File: src/rtl/config_loader.sv
// config_loader
//    Streams a 56-word configuration frame into 24 LUT memories and 8 switch-block
//    configure registers. One frame is 8 slices of 7 words, and slices load from 7
//    down to 0. Within a slice:
//       offsets 0,2,4 : LUT low word, held until its partner word arrives
//       offsets 1,3,5 : LUT high bit, which triggers the 33-bit LUT write
//       offset  6     : switch-block value, which triggers the SB write
//    Every write strobe is registered, so it appears the cycle after the word is accepted.
//
//    state | meaning
//    ------+-------------------------------------------------------------
//    IDLE  | after reset; waits for start
//    LOAD  | in_ready high; accepts words until the 56th is taken
//    DONE  | frame complete; fabric_en high; start begins a new frame
//
// Ports
//    clock, reset_n          rising-edge clock, asynchronous active-low reset
//    start                   begin a frame (ignored while loading)
//    in_data/in_valid        word stream; in_ready is high only while loading
//    lut_wr_en/sel/data      LUT write strobe, index 0..23, 33-bit contents
//    sb_wr_en/sel/data       switch-block write strobe, index 0..7, 16-bit value
//    fabric_en               configuration complete
//    word_cnt                words accepted in the current frame, 0..56
//    fmt_err                 sticky format-violation flag for the current frame

module config_loader (
   input  logic        clock,
   input  logic        reset_n,
   input  logic        start,
   input  logic [31:0] in_data,
   input  logic        in_valid,
   output logic        in_ready,
   output logic        lut_wr_en,
   output logic [4:0]  lut_sel,
   output logic [32:0] lut_data,
   output logic        sb_wr_en,
   output logic [2:0]  sb_sel,
   output logic [15:0] sb_data,
   output logic        fabric_en,
   output logic [5:0]  word_cnt,
   output logic        fmt_err
);

   localparam logic [5:0] WORDS_PER_FRAME = 6'd56;

   typedef enum logic [1:0] {
      ST_IDLE = 2'd0,
      ST_LOAD = 2'd1,
      ST_DONE = 2'd2
   } state_t;

   state_t      state_q, state_d;

   logic [5:0]  word_cnt_q, word_cnt_d;
   logic [2:0]  offset_q, offset_d;
   logic [2:0]  slice_q, slice_d;
   logic [31:0] low_word_q, low_word_d;
   logic        fmt_err_q, fmt_err_d;
   logic        lut_wr_en_q, lut_wr_en_d;
   logic [4:0]  lut_sel_q, lut_sel_d;
   logic [32:0] lut_data_q, lut_data_d;
   logic        sb_wr_en_q, sb_wr_en_d;
   logic [2:0]  sb_sel_q, sb_sel_d;
   logic [15:0] sb_data_q, sb_data_d;

   logic        accept;
   logic        load_entry;
   logic        last_word;

   assign accept     = in_valid && (state_q == ST_LOAD);
   assign load_entry = start && (state_q != ST_LOAD);
   assign last_word  = accept && (word_cnt_q == WORDS_PER_FRAME - 6'd1);

   // state register
   always_ff @(posedge clock or negedge reset_n) begin
      if (!reset_n) begin
         state_q <= ST_IDLE;
      end else begin
         state_q <= state_d;
      end
   end

   // next state
   always_comb begin
      state_d = state_q;
      case (state_q)
         ST_IDLE: if (start)     state_d = ST_LOAD;
         ST_LOAD: if (last_word) state_d = ST_DONE;
         ST_DONE: if (start)     state_d = ST_LOAD;
         default:                state_d = ST_IDLE;
      endcase
   end

   // state outputs
   always_comb begin
      in_ready  = (state_q == ST_LOAD);
      fabric_en = (state_q == ST_DONE);
   end

   // datapath
   always_comb begin
      word_cnt_d  = word_cnt_q;
      offset_d    = offset_q;
      slice_d     = slice_q;
      low_word_d  = low_word_q;
      fmt_err_d   = fmt_err_q;
      lut_wr_en_d = 1'b0;
      lut_sel_d   = lut_sel_q;
      lut_data_d  = lut_data_q;
      sb_wr_en_d  = 1'b0;
      sb_sel_d    = sb_sel_q;
      sb_data_d   = sb_data_q;

      if (load_entry) begin
         word_cnt_d = 6'd0;
         offset_d   = 3'd0;
         slice_d    = 3'd7;
         fmt_err_d  = 1'b0;
      end else if (accept) begin
         if (word_cnt_q != WORDS_PER_FRAME) begin
            word_cnt_d = word_cnt_q + 6'd1;
         end
         case (offset_q)
            3'd0, 3'd2, 3'd4: begin
               low_word_d = in_data;
               offset_d   = offset_q + 3'd1;
            end
            3'd1, 3'd3, 3'd5: begin
               // offset>>1 is the LUT number within the slice (0,1,2)
               lut_wr_en_d = 1'b1;
               lut_sel_d   = 5'(slice_q) * 5'd3 + 5'(offset_q[2:1]);
               lut_data_d  = {in_data[0], low_word_q};
               if (in_data[31:1] != 31'd0) fmt_err_d = 1'b1;
               offset_d    = offset_q + 3'd1;
            end
            default: begin
               sb_wr_en_d = 1'b1;
               sb_sel_d   = slice_q;
               sb_data_d  = in_data[15:0];
               if (in_data[31:16] != 16'd0) fmt_err_d = 1'b1;
               offset_d   = 3'd0;
               slice_d    = slice_q - 3'd1;
            end
         endcase
      end
   end

   always_ff @(posedge clock or negedge reset_n) begin
      if (!reset_n) begin
         word_cnt_q  <= 6'd0;
         offset_q    <= 3'd0;
         slice_q     <= 3'd7;
         low_word_q  <= 32'd0;
         fmt_err_q   <= 1'b0;
         lut_wr_en_q <= 1'b0;
         lut_sel_q   <= 5'd0;
         lut_data_q  <= 33'd0;
         sb_wr_en_q  <= 1'b0;
         sb_sel_q    <= 3'd0;
         sb_data_q   <= 16'd0;
      end else begin
         word_cnt_q  <= word_cnt_d;
         offset_q    <= offset_d;
         slice_q     <= slice_d;
         low_word_q  <= low_word_d;
         fmt_err_q   <= fmt_err_d;
         lut_wr_en_q <= lut_wr_en_d;
         lut_sel_q   <= lut_sel_d;
         lut_data_q  <= lut_data_d;
         sb_wr_en_q  <= sb_wr_en_d;
         sb_sel_q    <= sb_sel_d;
         sb_data_q   <= sb_data_d;
      end
   end

   assign lut_wr_en = lut_wr_en_q;
   assign lut_sel   = lut_sel_q;
   assign lut_data  = lut_data_q;
   assign sb_wr_en  = sb_wr_en_q;
   assign sb_sel    = sb_sel_q;
   assign sb_data   = sb_data_q;
   assign word_cnt  = word_cnt_q;
   assign fmt_err   = fmt_err_q;

endmodule

File: config.mk
export PLATFORM = sky130hd
export DESIGN_NAME = config_loader
export DESIGN_NICKNAME = d
export VERILOG_FILES = /design/src/rtl/config_loader.sv
export SDC_FILE = /design/constraint.sdc
export NUM_CORES = 1
export LEC_CHECK = 0
export CAP_MARGIN = 20
export CORE_AREA = 2 2 108 84
export CTS_BUF_LIST = sky130_fd_sc_hd__clkbuf_16
export DETAILED_ROUTE_END_ITERATION = 8
export DIE_AREA = 0 0 110 86
export DONT_BUFFER_PORTS = 1
export PLACE_DENSITY = 0.81
export SLEW_MARGIN = 10
export SYNTH_ARGS = -nofsm -noshare
export SYNTH_HDL_FRONTEND = slang
export SYNTH_SLANG_ARGS = --single-unit
File: constraint.sdc
create_clock -name clock -period 3.6 [get_ports clock]
set_clock_uncertainty 0.1 [all_clocks]
set_input_delay 0.72 -clock clock [delete_from_list [all_inputs] [get_ports clock]]
set_output_delay 0.72 -clock clock [all_outputs]
set_load 0.005 [all_outputs]
==> impl_metrics.ini, run 1 <==
[sta]
tightest_slew_ps = 617
hold_viol_final = 0
fin_crit_sh_pct = 63.3
final_max_slew_viol_count = 0
maxSlewHeadroom_pct = 58.8
tns_ps = 0
setup_viol = 0
holdWs_ps = 115
rsz0062_at_grt = false
fin_ws_ps = 1320
period_minus_slack_ps = 2280
max_freq_mhz = 439

[hold_path]
worstHoldPathType = input port to asynchronous set/reset pin

[logic_synthesis]
postSynthAreaPerCell_um2 = 12.1
synth_xor_area_share_pct = 0.966
yosysWarningCount = 0
synthDistinctLibCells = 39
synth_top_family_by_area = multiplexers
synth_compound_area_share_pct = 2.87
syn_nets = 427
synth.area.mux_share_pct = 15.8
synth.ff_latch_count = 106
synth_fa_ha_area_share_pct = 4.47
synthCells = 376
seq_area_frac_synth_pct = 58.6
synth_simple_gate_area_share_pct = 13.9
synth_area_um2 = 4540

[setup_path]
worstSetupPathType = flop to flop
timing.rr.start = offset_q[1]$_DFFE_PN0N_
cp-endpoint = lut_data[15]$_DFFE_PN0P_
crit_path_end_kind = flop
regToRegSetupSlack_ps = 1320
cp-start-kind = flop
worstSetupStartpoint = offset_q[1]$_DFFE_PN0N_
rr_endpoint = lut_data[15]$_DFFE_PN0P_
crit_fanout = 36
crit_required_ps = 3730
cp.arrival_ps = 2410
worst_r2r_path_depth = 6

[global_routing]
grt-ovfl-total = 0
grt_pass1_vias = 2865
grt_usage_pct = 20.7
antenna_found_initial = 0
grt_max_degree = 104
grt_pass1_wl_mm = 14.8

[finish]
areaGrowthSynthToFinish_pct = 8.97
seqCellArea_um2 = 2660
nFillCells = 649
antennaDiodeCount = 0
layout-drive-gt1-share_pct = 20.7
finalInstanceArea_um2 = 4940
post-route-util_pct = 59.5
mostFrequentLayoutCell = nand2_1
multiInputGateArea_um2 = 1740
nets = 428
final_cell_mix = 116 x nand2_1, 103 x dfrtp_1, 30 x mux2_4

[pwr]
power.density_nw_per_um2 = 965
p_leak_nw = 2.46
max-vdd-ir-drop_uv = 398

[run_status]
run_status = finished clean

[floorplan]
coreArea_um2 = 8310
die_area_um2 = 9460
pin_count = 104
rows = 29
start_util_pct = 54.6
die_w_um = 110
die_h_um = 86

[placed_design]
post-place-ws_ps = 853
gp_routability_congestion = 0.737
placed_cell_area_um2 = 4600
port_buffers = 0
place_hpwl_mm = 6.34

[route]
num_vias = 2705
ant_nets = 0
totalWireLength_mm = 9.22
first_pass_iters = 4
drc = 0
wl_per_cell_um = 18.8
drt_iter0_markers = 199
vias_per_cell = 5.52

[clock_network]
clkLatencyLatePin_ps = 340
cts_root_buf = clkbuf_16
clockBufferDepth = 2
cts_made_buffers = 9
clkTransAtPathRegs_ps = 70
cts.sinks = 106
cts_setup_buffers = 0
htree_levels = 3
cts_tree = built

[run]
maxCapViolations = 0
registers in the layout (all words and copies together), names as in the netlist:
register / count
low_word_q: 32
lut_data: 33
lut_sel: 5
fmt_err: 1
state_q: 2
sb_sel: 3
sb_wr_en: 1
sb_data: 16
offset_q: 3
word_cnt: 6
slice_q: 3
lut_wr_en: 1
worst max-delay path, stage by stage, from the launching register on:
cell	delay, ps
dfrtp_1	440
ha_1	210
ha_1	220
o21ai_4	480
inv_2	420
nand2_1	190
nand2_1	70
worst min path at each step:
| stage | from | cells past startpoint | slack, ps | endpoint |
|---|---|---|---|---|
| CTS | reset_n | 0 | 100 | slice_q[2]$_DFFE_PN1P_ |
| finish | reset_n | 0 | 110 | slice_q[2]$_DFFE_PN1P_ |
| global route | reset_n | 0 | 90 | slice_q[2]$_DFFE_PN1P_ |
| detailed placement | reset_n | 0 | 330 | lut_data[21]$_DFFE_PN0P_ |
| floorplan | reset_n | 0 | 320 | fmt_err$_DFFE_PN0P_ |
| global placement | reset_n | 0 | 330 | lut_data[21]$_DFFE_PN0P_ |
where the power goes:
| part | switching (W) | internal [W] |
|---|---|---|
| Sequential | 0.000478 | 0.00178 |
| Clock | 0.000458 | 0.000484 |
| Combinational | 0.000756 | 0.000814 |
per-layer routing:
layer  track usage, %  routed length, um  up-vias
met4             5.29                 94        0
met3             9.19                909       10
met1             25.7               3780     1375
li1                 -                  -     1239
met5                0                  0        -
met2             33.1               4430       81
cells in the mapped netlist:
cell type  number  area share [%]
nor3b_1         1            0.17
buf_2           5            0.55
mux2_4         30             9.9
o21ai_1         1            0.11
a21o_1          1            0.17
and3b_1         1            0.19
o31a_1          1            0.19
nor2b_1         2            0.28
mux2i_1         2            0.44
a21oi_1         4            0.44
nor3_1          3            0.33
buf_6           5             1.2
or3_1           1            0.14
nand4_1         3            0.41
nor4_1          7            0.97
nand2b_1        1            0.14
nand3_1         1            0.11
nand2_1       116             9.6
mux2_2         22             5.5
ha_1           13             3.6
o21ai_2         2            0.39
clkbuf_1        3            0.25
nor3_4          1            0.36
o21ai_0         6            0.66
o22ai_1         1            0.14
inv_2           1           0.083
nand3b_2        1            0.25
dfstp_2         3             1.7
dfrtp_1       103              57
fa_1            2            0.88
buf_4           1            0.17
xor2_1          2            0.39
inv_1          13             1.1
nor2_1          7            0.58
xnor2_1         3            0.58
and2_1          2            0.28
a22o_1          3            0.58
and3_1          1            0.14
a41oi_1         1            0.19
area by class of cell:
class / instances / area share (%)
multi-input cells: 242 / 35.2
flip-flops and latches: 106 / 53.7
clock buffers: 9 / 4.56
clock inverters: 7 / 1.24
inverters: 14 / 1.06
repair buffers: 4 / 1.42
well taps: 108 / 2.73
logic make-up after synthesis:
kind of cell,Yosys count
XOR/XNOR,5
flip-flops,106
multiplexers,54
adder cells (fa/ha/maj),15
AO/OA/AOI/OAI,20
AND/OR/NAND/NOR,148
buffers and inverters,28
metrics by stage:
| step | cells | power, W |
|---|---|---|
| global route | 490 | 0.00513 |
| finish | 490 | 0.00477 |
| global placement | 472 | 0.00369 |
| detailed placement | 472 | 0.00380 |
| floorplan | 376 | 0.00343 |
| CTS | 489 | 0.00479 |
timing repair:
item	4_1_cts	5_1_grt
hold buffers	1	0
resized for setup	0	0
hold endpoints to repair	103	0
(Power assumes the default switching activity.)
==> inputs of run 2 (changes only) <==
Settings changed: PLACE_DENSITY 0.81 to 0.84.
Clock period 3.6 ns to 1.9 ns, I/O delays scaled along.
==> run 2 against run 1 <==
Compared with the run above: the run now ends with hold timing, setup timing left; sequential share of layout area shrank 0.59 points; cell area grew 1.2%; combinational power grew 100%; hold slack lost 490 ps; register-to-register slack lost 1300 ps; fmax grew 19%; global-route usage shrank 0.58 points; critical path depth is the same; via count shrank 0.15%; setup slack lost 1300 ps; cell count grew 1.0%; first-iteration DRC count grew 15%; largest cell class unchanged; highest routed layer unchanged.
==> impl_metrics.ini, run 2 (synthesis results as in run 1) <==
[sta]
maxSlewHeadroom_pct = 71.6
final_max_slew_viol_count = 0
holdWs_ps = -371
fin_ws_ps = -16.9
fin_crit_sh_pct = 101
period_minus_slack_ps = 1920
rsz0062_at_grt = true
hold_viol_final = 106
tightest_slew_ps = 422
setup_viol = 2
max_freq_mhz = 522

[run]
maxCapViolations = 0

[global_routing]
antenna_found_initial = 0
grt_usage_pct = 20.1
grt_pass1_wl_mm = 14.5
grt_pass1_vias = 2848
grt_max_degree = 107
grt-ovfl-total = 0

[clock_network]
cts_tree = built
cts_made_buffers = 9
clockBufferDepth = 2
clkLatencyLatePin_ps = 340
cts.sinks = 106
clkTransAtPathRegs_ps = 70
htree_levels = 3
cts_root_buf = clkbuf_16

[pwr]
max-vdd-ir-drop_uv = 766
power.density_nw_per_um2 = 1830
p_leak_nw = 2.47
power_w = 0.00916

[placed_design]
dp_cells = 478
place_hpwl_mm = 6.26
port_buffers = 0
gp_routability_congestion = 0.781
post-place-ws_ps = -130

[setup_path]
crit_path_end_kind = flop
crit_required_ps = 2020
crit_fanout = 3
cp_cell_sequence = fa_1 > ha_2 > inv_2 > fa_2 > xor2_1 > o21ai_1
cp-start-kind = flop
cp.arrival_ps = 2040
worstSetupPathType = flop to flop
crit_family = adder cells
critPathSlowestCell = fa_1
crit_buf_inv = 1
cp_slowest_stage_delay_ps = 540

[finish]
nFillCells = 670
largest_reg_flops = 33
areaGrowthSynthToFinish_pct = 10.2
mostFrequentLayoutCell = nand2_1
instances_no_fill = 495
final_cell_mix = 116 x nand2_1, 102 x dfrtp_1, 30 x mux2_4
layout-drive-gt1-share_pct = 23.5
antennaDiodeCount = 0
post-route-util_pct = 60.2
nets = 433

[run_status]
violations = hold timing, setup timing
run_status = finished, violations left

[route]
first_pass_iters = 4
wl_per_cell_um = 18.2
ant_nets = 0
num_vias = 2701
totalWireLength_mm = 8.99
drc = 0
vias_per_cell = 5.46
drt_iter0_markers = 229

[floorplan]
coreArea_um2 = 8310
rows = 29
die_w_um = 110
die_h_um = 86
die_area_um2 = 9460
start_util_pct = 54.6
pin_count = 104

[hold_path]
worstHoldPathType = input port to asynchronous set/reset pin
run 2: where the power goes:
| group | switching [W] | leakage (nW) | internal (W) |
|---|---|---|---|
| Combinational | 0.00149 | 1.05 | 0.00167 |
| Sequential | 0.000859 | 1.28 | 0.00338 |
| Clock | 0.000849 | 0.139 | 0.000913 |
run 2: metal layers:
layer / GRT usage, % / vias up / part of all wire [%]
li1: - / 1251 / -
met1: 26.1 / 1343 / 42
met2: 31.6 / 94 / 48
met3: 8.28 / 13 / 9.5
met4: 4.95 / 0 / 1.1
met5: 0 / - / 0
run 2: path summary, 6_finish.rpt:
| kind | slack (ps) | start | depth (start not counted) | endpoint |
|---|---|---|---|---|
| worst max-delay path | -20 | slice_q[1]$_DFFE_PN1P_ | 6 | lut_sel[3]$_DFFE_PN0P_ |
| worst min-delay path | -370 | reset_n | 0 | lut_data[26]$_DFFE_PN0P_ |
| worst max register to register | -20 | slice_q[1]$_DFFE_PN1P_ | 6 | lut_sel[3]$_DFFE_PN0P_ |
| worst min register to register | 360 | low_word_q[5]$_DFFE_PN0P_ | 2 | lut_data[5]$_DFFE_PN0P_ |
| max in group asynchronous | 1860 | reset_n | 0 | slice_q[2]$_DFFE_PN1P_ |
| min in group clock | 50 | in_data[0] | 2 | lut_data[32]$_DFFE_PN0P_ |
run 2: through the flow:
stage | hold WS [ps] | instance area (um2) | TNS, ps
6_report | -371 | 5000 | -33.6
5_1_grt | -395 | 5000 | -255
4_1_cts | -382 | 4980 | -86.6
3_5_place_dp | -13.5 | 4690 | -203
3_3_place_gp | -13.6 | 4690 | -37.3
2_1_floorplan | -15.6 | 4540 | -30.5
run 2: final cells by class:
| type | count | area, um2 | share of cell area (%) |
|---|---|---|---|
| clock buffers | 9 | 225 | 4.50 |
| multi-input cells | 242 | 1760 | 35.3 |
| flip-flops and latches | 106 | 2660 | 53.2 |
| repair buffers | 9 | 105 | 2.10 |
| inverters | 14 | 55.1 | 1.10 |
| clock inverters | 7 | 58.8 | 1.18 |
| well taps | 108 | 135 | 2.70 |
run 2: worst register-to-register path: stages, from the launching register on:
cell     delay [ps]
dfstp_2         390
fa_1            540
ha_2            180
inv_2            40
fa_2            330
xor2_1          160
o21ai_1          70
run 2: repair_timing:
item                                    CTS  global route
resized for setup                         3             5
endpoints found under the hold margin   106           106
endpoints found under the setup margin    3            39
buffers inserted                          1             0
pin swaps                                 3             1
==> inputs of run 3 (changes only) <==
Settings changed: MAX_ROUTING_LAYER set to met4, SETUP_SLACK_MARGIN set to 0.02.
==> run 3 against run 2 <==
Compared with the run above: largest cell class unchanged; utilization rose by 0.72 points; critical path depth did not move; die area did not move; highest routed layer unchanged; count of clock-buffer cells in the layout did not move; global-route usage rose by 0.71 points; sequential power barely moved; the run still ends with hold timing, setup timing left; cell count rose by 0.61%; sequential share of layout area fell by 0.63 points; hold slack got worse by 2.1 ps.
==> impl_metrics.ini, run 3 (synthesis results as in run 1) <==
[pwr]
switching_power_w = 0.00324
pwr-share-comb_pct = 35.5
p_leak_nw = 2.51
swShare_pct = 34.9
power.density_nw_per_um2 = 1840
max-vdd-ir-drop_uv = 755
p_int_w = 0.00606
power.share.clock_pct = 19.0
p_seq_share_pct = 45.5

[floorplan]
pin_count = 104
die_h_um = 86
die_w_um = 110
start_util_pct = 54.6
coreArea_um2 = 8310
rows = 29
die_area_um2 = 9460

[finish]
nets = 436
nFillCells = 666
final_cell_mix = 116 x nand2_1, 102 x dfrtp_1, 30 x mux2_4
post-route-util_pct = 60.9
largest_reg_flops = 33
antennaDiodeCount = 0
layout-drive-gt1-share_pct = 24.6
areaGrowthSynthToFinish_pct = 11.6
mostFrequentLayoutCell = nand2_1
instances_no_fill = 498

[setup_path]
cp-endpoint = lut_sel[3]$_DFFE_PN0P_
cp_slowest_stage_delay_ps = 540
worst_r2r_path_depth = 6
worstSetupPathType = flop to flop
cp.arrival_ps = 2030
timing.rr.start = slice_q[1]$_DFFE_PN1P_
cp_cell_sequence = fa_1 > ha_2 > inv_2 > fa_2 > xor2_1 > o21ai_1
crit_required_ps = 2020
worstSetupStartpoint = slice_q[1]$_DFFE_PN1P_
cp-start-kind = flop
regToRegSetupSlack_ps = -20
crit_path_end_kind = flop
critPathSlowestCell = fa_1
rr_endpoint = lut_sel[3]$_DFFE_PN0P_
crit_fanout = 3

[sta]
hold_viol_final = 106
rsz0062_at_grt = true
period_minus_slack_ps = 1920
setup_viol = 3
max_freq_mhz = 522
fin_crit_sh_pct = 101
final_max_slew_viol_count = 0
fin_ws_ps = -16.3
tightest_slew_ps = 430
holdWs_ps = -373
maxSlewHeadroom_pct = 71.1

[clock_network]
htree_levels = 3
cts.sinks = 106
clkLatencyLatePin_ps = 330
cts_made_buffers = 9
cts_root_buf = clkbuf_16
clkTransAtPathRegs_ps = 70
clockBufferDepth = 2
cts_tree = built

[route]
drc = 0
wl_per_cell_um = 18.5
first_pass_iters = 4
ant_nets = 0
totalWireLength_mm = 9.21
drt_iter0_markers = 197
num_vias = 2725
vias_per_cell = 5.47

[hold_path]
worstHoldPathType = input port to asynchronous set/reset pin

[global_routing]
grtUsageMet1_pct = 26.3
grt_pass1_vias = 2837
grt-ovfl-total = 0
gr-max-usage-layer = met2
use_met2_pct = 31.5
use_met3_pct = 8.59
grt_usage_pct = 20.8
grt_max_degree = 107
grt_pass1_wl_mm = 14.5
antenna_found_initial = 0

[placed_design]
gp_routability_congestion = 0.791
dp_cells = 478
port_buffers = 0
place_hpwl_mm = 6.26

[run_status]
violations = hold timing, setup timing
run_status = finished, violations left

[run]
maxCapViolations = 0
## run 3: per-layer routing
metal  share of wire (%)  routed length (um)
met1                  42                3840
met2                  48                4400
met3                 9.2                 849
met4                 1.4                 126
met5                   0                   0
## run 3: worst min-delay path by stage
stage	slack, ps	startpoint	depth (start not counted)	to
after floorplan	-20	reset_n	0	fmt_err$_DFFE_PN0P_
after CTS	-380	reset_n	0	lut_data[26]$_DFFE_PN0P_
final	-370	reset_n	0	lut_data[26]$_DFFE_PN0P_
after detailed placement	-10	reset_n	0	lut_data[26]$_DFFE_PN0P_
after global routing	-400	reset_n	0	lut_data[27]$_DFFE_PN0P_
after global placement	-10	reset_n	0	lut_data[26]$_DFFE_PN0P_
## run 3: per-stage QoR
stage          setup TNS, ps  total power (W)  worst slack (ps)  instance area (um2)
6_report               -36.2          0.00930             -16.3                 5060
5_1_grt                 -967          0.00998              -101                 5060
4_1_cts                -86.6          0.00918             -32.7                 4980
3_5_place_dp            -203          0.00737              -130                 4690
3_3_place_gp           -37.3          0.00711             -37.3                 4690
2_1_floorplan          -30.5          0.00651             -15.6                 4540
## run 3: area by class of cell
class                   instances  area [um2]  area share [%]
clock inverters                 7        58.8            1.16
well taps                     108         135            2.67
clock buffers                   9         225            4.45
repair buffers                 12         163            3.21
multi-input cells             242        1770            34.9
inverters                      14        55.1            1.09
flip-flops and latches        106        2660            52.5
## run 3: critical path, delay by kind of cell, from the launching register on
kind | cells | cell delay, ps
xor gates and xnor gates | 1 | 160
buffers and inverters | 1 | 40
adders and majority gates | 3 | 1050
DFF | 1 | 390
AOI/OAI and AO/OA | 1 | 70
## run 3: what timing repair did
action	in CTS	in global routing
buffers inserted	1	1
endpoints found under the setup margin	3	41
hold endpoints to repair	106	106
resized for setup	3	7
cloned	0	2
pin swaps	3	2
## run 3: power by group through the flow
stage,combinational [W],clock [W],sequential (W)
6_report,0.00331,0.00176,0.00424
3_5_place_dp,0.00309,0,0.00428
5_1_grt,0.00367,0.00193,0.00439
2_1_floorplan,0.00248,0,0.00402
4_1_cts,0.00313,0.00181,0.00425
3_3_place_gp,0.00290,0,0.00421
==> variant 1, RTL diff (config.mk and constraints of run 2) <==
The 3 states of `state_t` get a one-hot encoding in 3 bits.
--- a/src/rtl/config_loader.sv
+++ b/src/rtl/config_loader.sv
@@ -43,10 +43,10 @@
 
    localparam logic [5:0] WORDS_PER_FRAME = 6'd56;
 
-   typedef enum logic [1:0] {
-      ST_IDLE = 2'd0,
-      ST_LOAD = 2'd1,
-      ST_DONE = 2'd2
+   typedef enum logic [2:0] {
+      ST_IDLE = 3'b001,
+      ST_LOAD = 3'b010,
+      ST_DONE = 3'b100
    } state_t;
 
    state_t      state_q, state_d;
Function: no difference found for any inputs over 4 cycles, from zero or initial values and one cycle with reset_n low; so few cycles prove little.
==> variant 1 against run 2 <==
The run still ends with hold timing, setup timing left; via count increased by 1.9%; final area grew 17%; area after synthesis grew 2.5%; power decreased by 8.9%; routed wire length grew 17%; sequential cell count up 1; fmax decreased by 9.5%; synthesized cell count is 15% lower; core utilization up 10 points; global-route usage grew 0.21 points; combinational power down 23%; worst setup slack worse by 0.20 ns; first-iteration DRC count decreased by 25%; critical path type unchanged; largest power group unchanged.
==> variant 1: results (changes against run 2) <==
most frequent cells after synthesis: 103 x dfrtp_1, 54 x mux2_2, 18 x mux2_4
vias in the first global route: 2784 (-2.2%)
internal power: 6028 uW (+1.1%)
fillers: 556 (-17%)
final hold slack: -0.3702 ns (+0.0004690 ns)
non-clk buf share: 8.444% (+6.3 points)
Post-Synthesis Net Count: 369 (-14%)
Max Fanout on Critical Path: 2 (-1)
via count: 2753 (+1.9%)
P_seq: 3960 uW (-6.4%)
hpwl dp: 6508 um (+4.0%)
Post-CTS Setup Repair Bufs: 5 (+4)
leakage power: 0.002901 uW (+17%)
area of the multi-input gates: 2163 um^2 (+23%)
first-pass GRT wire length: 14480 um (about the same)
status: finished, violations left
cells resized by post-CTS repair: 6 (+3)
Placed Instance Area: 4921 um^2 (+5.0%)
power share of the combinational group: 29.1% (-5.4 points)
ClkCell Share: 5.430% (-0.25 points)
Place WS: -0.2080 ns (-0.07832 ns)
nets: 406 (-6.2%)
endpoints failing hold: 107 (+0.94%)
final wirelength: 10530 um (+17%)
failing checks: hold timing, setup timing
port bufs: 0 (unchanged)
Synth area leaders: dfrtp_1 55%, mux2_2 13%, mux2_4 5.8%, mux2_1 4.1%, ha_1 3.5%
Total Routing Usage GR: 20.34% (+0.21 points)
Multi-In Gates: 182 (-25%)
largest net degree at the start of global routing: 108 (+0.93%)
peak supply drop: 1.042 mV (+36%)
sequential element share of the synthesized area: 57.68% (-0.88 points)
combinational power: 2430 uW (-23%)
Non-CTS buffers: 39 (+30)
register area: 2683 um^2 (+0.94%)
Slew headroom: 64.35% (-7.3 points)
initial DRC count: 172 (-25%)
Clock Pin Slew Worst Setup and Hold Paths: 0.07 ns (about the same)
Synth Register Bits: 107 (+0.94%)
share of layout cells above drive strength 1: 47.50% (+24 points)
final setup margin: -0.2172 ns (-0.2003 ns)
Final setup viols: 83 (+81)
Routability Congestion: 0.8841 (+13%)
slowest stage delay, CP: 0.55 ns
Avg WL per Cell: 22.50 um (+24%)
Yosys cell types: 49 (+26%)
Placed Cells: 432 (-9.6%)
TNS Setup: -8.237 ns (-8.203 ns)
## variant 1: cell count changes in the layout (fill, tap and decap cells not counted), moves of 4 or more
cell / before / now
inv_2: 1 / 5
clkbuf_16: 9 / 14
buf_4: 6 / 20
mux2_2: 22 / 2
nand2_1: 116 / 3
a21oi_1: 3 / 9
buf_12: 3 / 7
mux2_4: 30 / 87
buf_6: 0 / 7
## variant 1: cells by family (layout without fill, tap and decap cells)
logic type      count (synthesis)  after routing  synth area share, %
xor+xnor                        2              2               0.3767
mux                            92             92                23.65
buf+inv                        29             71                3.605
fa+ha+maj                      15             15                4.358
compound gates                 34             34                4.897
simple gates                   39             39                5.435
flops                         107            107                57.68
## variant 1: layer usage
metal  up-vias  GRT usage [%]  part of all wire [%]
li1       1209              -                     -
met1      1430          26.74                    43
met2       103          31.18                    47
met3        11          8.587                   8.5
met4         0          5.409                   1.1
met5         -              0                     0
==> variant 2, RTL diff (flow settings as in run 2) <==
Without the edit above. Take the reset off `low_word_q`, `lut_data_q` and `sb_data_q` and load them in a clocked block of their own.
--- a/src/rtl/config_loader.sv
+++ b/src/rtl/config_loader.sv
@@ -150,27 +150,27 @@
          word_cnt_q  <= 6'd0;
          offset_q    <= 3'd0;
          slice_q     <= 3'd7;
-         low_word_q  <= 32'd0;
          fmt_err_q   <= 1'b0;
          lut_wr_en_q <= 1'b0;
          lut_sel_q   <= 5'd0;
-         lut_data_q  <= 33'd0;
          sb_wr_en_q  <= 1'b0;
          sb_sel_q    <= 3'd0;
-         sb_data_q   <= 16'd0;
       end else begin
          word_cnt_q  <= word_cnt_d;
          offset_q    <= offset_d;
          slice_q     <= slice_d;
-         low_word_q  <= low_word_d;
          fmt_err_q   <= fmt_err_d;
          lut_wr_en_q <= lut_wr_en_d;
          lut_sel_q   <= lut_sel_d;
-         lut_data_q  <= lut_data_d;
          sb_wr_en_q  <= sb_wr_en_d;
          sb_sel_q    <= sb_sel_d;
-         sb_data_q   <= sb_data_d;
       end
+   end
+
+   always_ff @(posedge clock) begin
+      low_word_q <= low_word_d;
+      lut_data_q <= lut_data_d;
+      sb_data_q  <= sb_data_d;
    end
 
    assign lut_wr_en = lut_wr_en_q;
Check against the original RTL: differs if reset_n is asserted again (counterexample within 4 cycles, from zero or initial values and one cycle with reset_n low); with reset_n held inactive, the same outputs for 4 cycles.
==> variant 2 against run 2 <==
The run ends with setup timing left; routed wire length shrank 22%; fmax is 0.75% lower; worst setup slack got worse by 0.014 ns; sequential cell count is the same; final area down 9.8%; area after synthesis shrank 14%; combinational power fell by 49%; critical endpoint is now lut_sel[2]; power shrank 23%; hold slack better by 0.40 ns; largest cell class unchanged; first-iteration DRC count is 64% lower.
==> variant 2: results (changes against run 2) <==
Clock Pin Slew Worst Setup and Hold Paths: 0.08 ns
Post-Synthesis Net Count: 281 (-34%)
Synth area leaders: edfxtp_1 62%, dfrtp_1 14%, ha_1 4.2%, dfstp_2 2.0%, nand2_1 1.8%
share of layout cells above drive strength 1: 17.58% (-5.9 points)
vias per cell: 5.365 (-1.7%)
most frequent cells after synthesis: 81 x edfxtp_1, 22 x dfrtp_1, 19 x nand2_1
TNS Setup: -0.03614 ns (-0.002500 ns)
ys async rst share: 23.58% (-76 points)
status: finished, violations left
nets: 302 (-30%)
ys flop type: edfxtp_1
Metal-1 WL: 2761 um (-26%)
final setup margin: -0.03139 ns (-0.01446 ns)
initial antenna violation count: 0 (unchanged)
Yosys cell types: 34 (-13%)
Total Routing Usage GR: 15.71% (-4.4 points)
Placed Instance Area: 4150 um^2 (-11%)
cell count of the worst reg-to-reg path: 5 (-1)
Worst Hold Class: primary input to flip-flop
peak supply drop: 0.6089 mV (-21%)
CTS Buf Count: 9 (unchanged)
Crit path max-delay family: adder cells
met3 wire length: 770 um (-10%)
routed wl met2: 3393 um (-21%)
Routability Congestion: 0.8100 (+3.8%)
slowest stage delay, CP: 0.55 ns
leakage power: 0.001657 uW (-33%)
largest net degree at the start of global routing: 34 (-68%)
initial DRC count: 82 (-64%)
Slew headroom: 63.55% (-8.1 points)
Final setup viols: 2 (unchanged)
highest-delay cell along the critical path: dfstp_2
sequential element share of the synthesized area: 78.63% (+20 points)
Max Fanout on Critical Path: 2 (-1)
Post-synth EDFFs: 81 (+81)
Avg WL per Cell: 19.25 um (+6.0%)
failing checks: setup timing
first-pass GRT wire length: 10780 um (-25%)
vias in the first global route: 1974 (-31%)
==> variant 2: cell families after synthesis <==
group                    after synthesis  share of synthesized area, %
AO/OA/AOI/OAI                         28                         4.595
XOR/XNOR                               4                        0.8999
adder cells (fa/ha/maj)               15                         5.206
buffers and inverters                 19                         2.024
flip-flops                           106                         78.63
multiplexers                           6                         1.671
AND/OR/NAND/NOR                       52                         6.973
==> variant 2: through the flow <==
step                      hold WS (ns)  setup slack (ns)  std cells
after floorplan               -0.01559           -0.1296        230
after global placement        -0.01496          -0.04297        344
after detailed placement      -0.01499          -0.06879        344
after CTS                      0.01434         -0.007774        364
after global routing          0.004994          -0.09083        364
final                          0.02864          -0.03139        364
==> variant 2: path summary, 6_finish.rpt <==
kind | from | endpoint | slack, ns
min in group asynchronous | reset_n | word_cnt[5] | 0.36
worst max register to register | slice_q[0] | lut_sel[2] | -0.03
worst min register to register | low_word_q[19] | lut_data[19] | 0.32
max in group asynchronous | reset_n | slice_q[2] | 1.10
worst max-delay path | slice_q[0] | lut_sel[2] | -0.03
worst min-delay path | in_data[13] | sb_data[13] | 0.03
==> variant 2: area by class of cell <==
class | count | area, um^2
clock buffers | 9 | 225.2
clock inverters | 7 | 71.32
fillers | 638 | 3799
inverters | 17 | 67.56
multi-input cells | 105 | 804.5
flip-flops and latches | 106 | 3062
well taps | 108 | 135.1
repair buffers | 12 | 145.1
==> variant 2: report_power, final <==
part / switching (uW) / internal (uW)
Clock: 855 / 925
Combinational: 904 / 704
Sequential: 413 / 3250
Total: 2170 / 4880
==> variant 2: repair_timing <==
item                                   4_1_cts  5_1_grt
setup buffers                                1        0
endpoints found under the hold margin       26        0
gates cloned                                 0        0
pin swaps                                    2        0
hold buffers                                 3        0
gates resized for setup                      4        2
setup endpoints to repair                    3        4
==> variant 2: metal layers <==
layer  vias up  track usage (%)
met5         -                0
met4         0            4.488
met3        10            8.587
met2        79            24.43
met1       957            18.92
li1        907                -
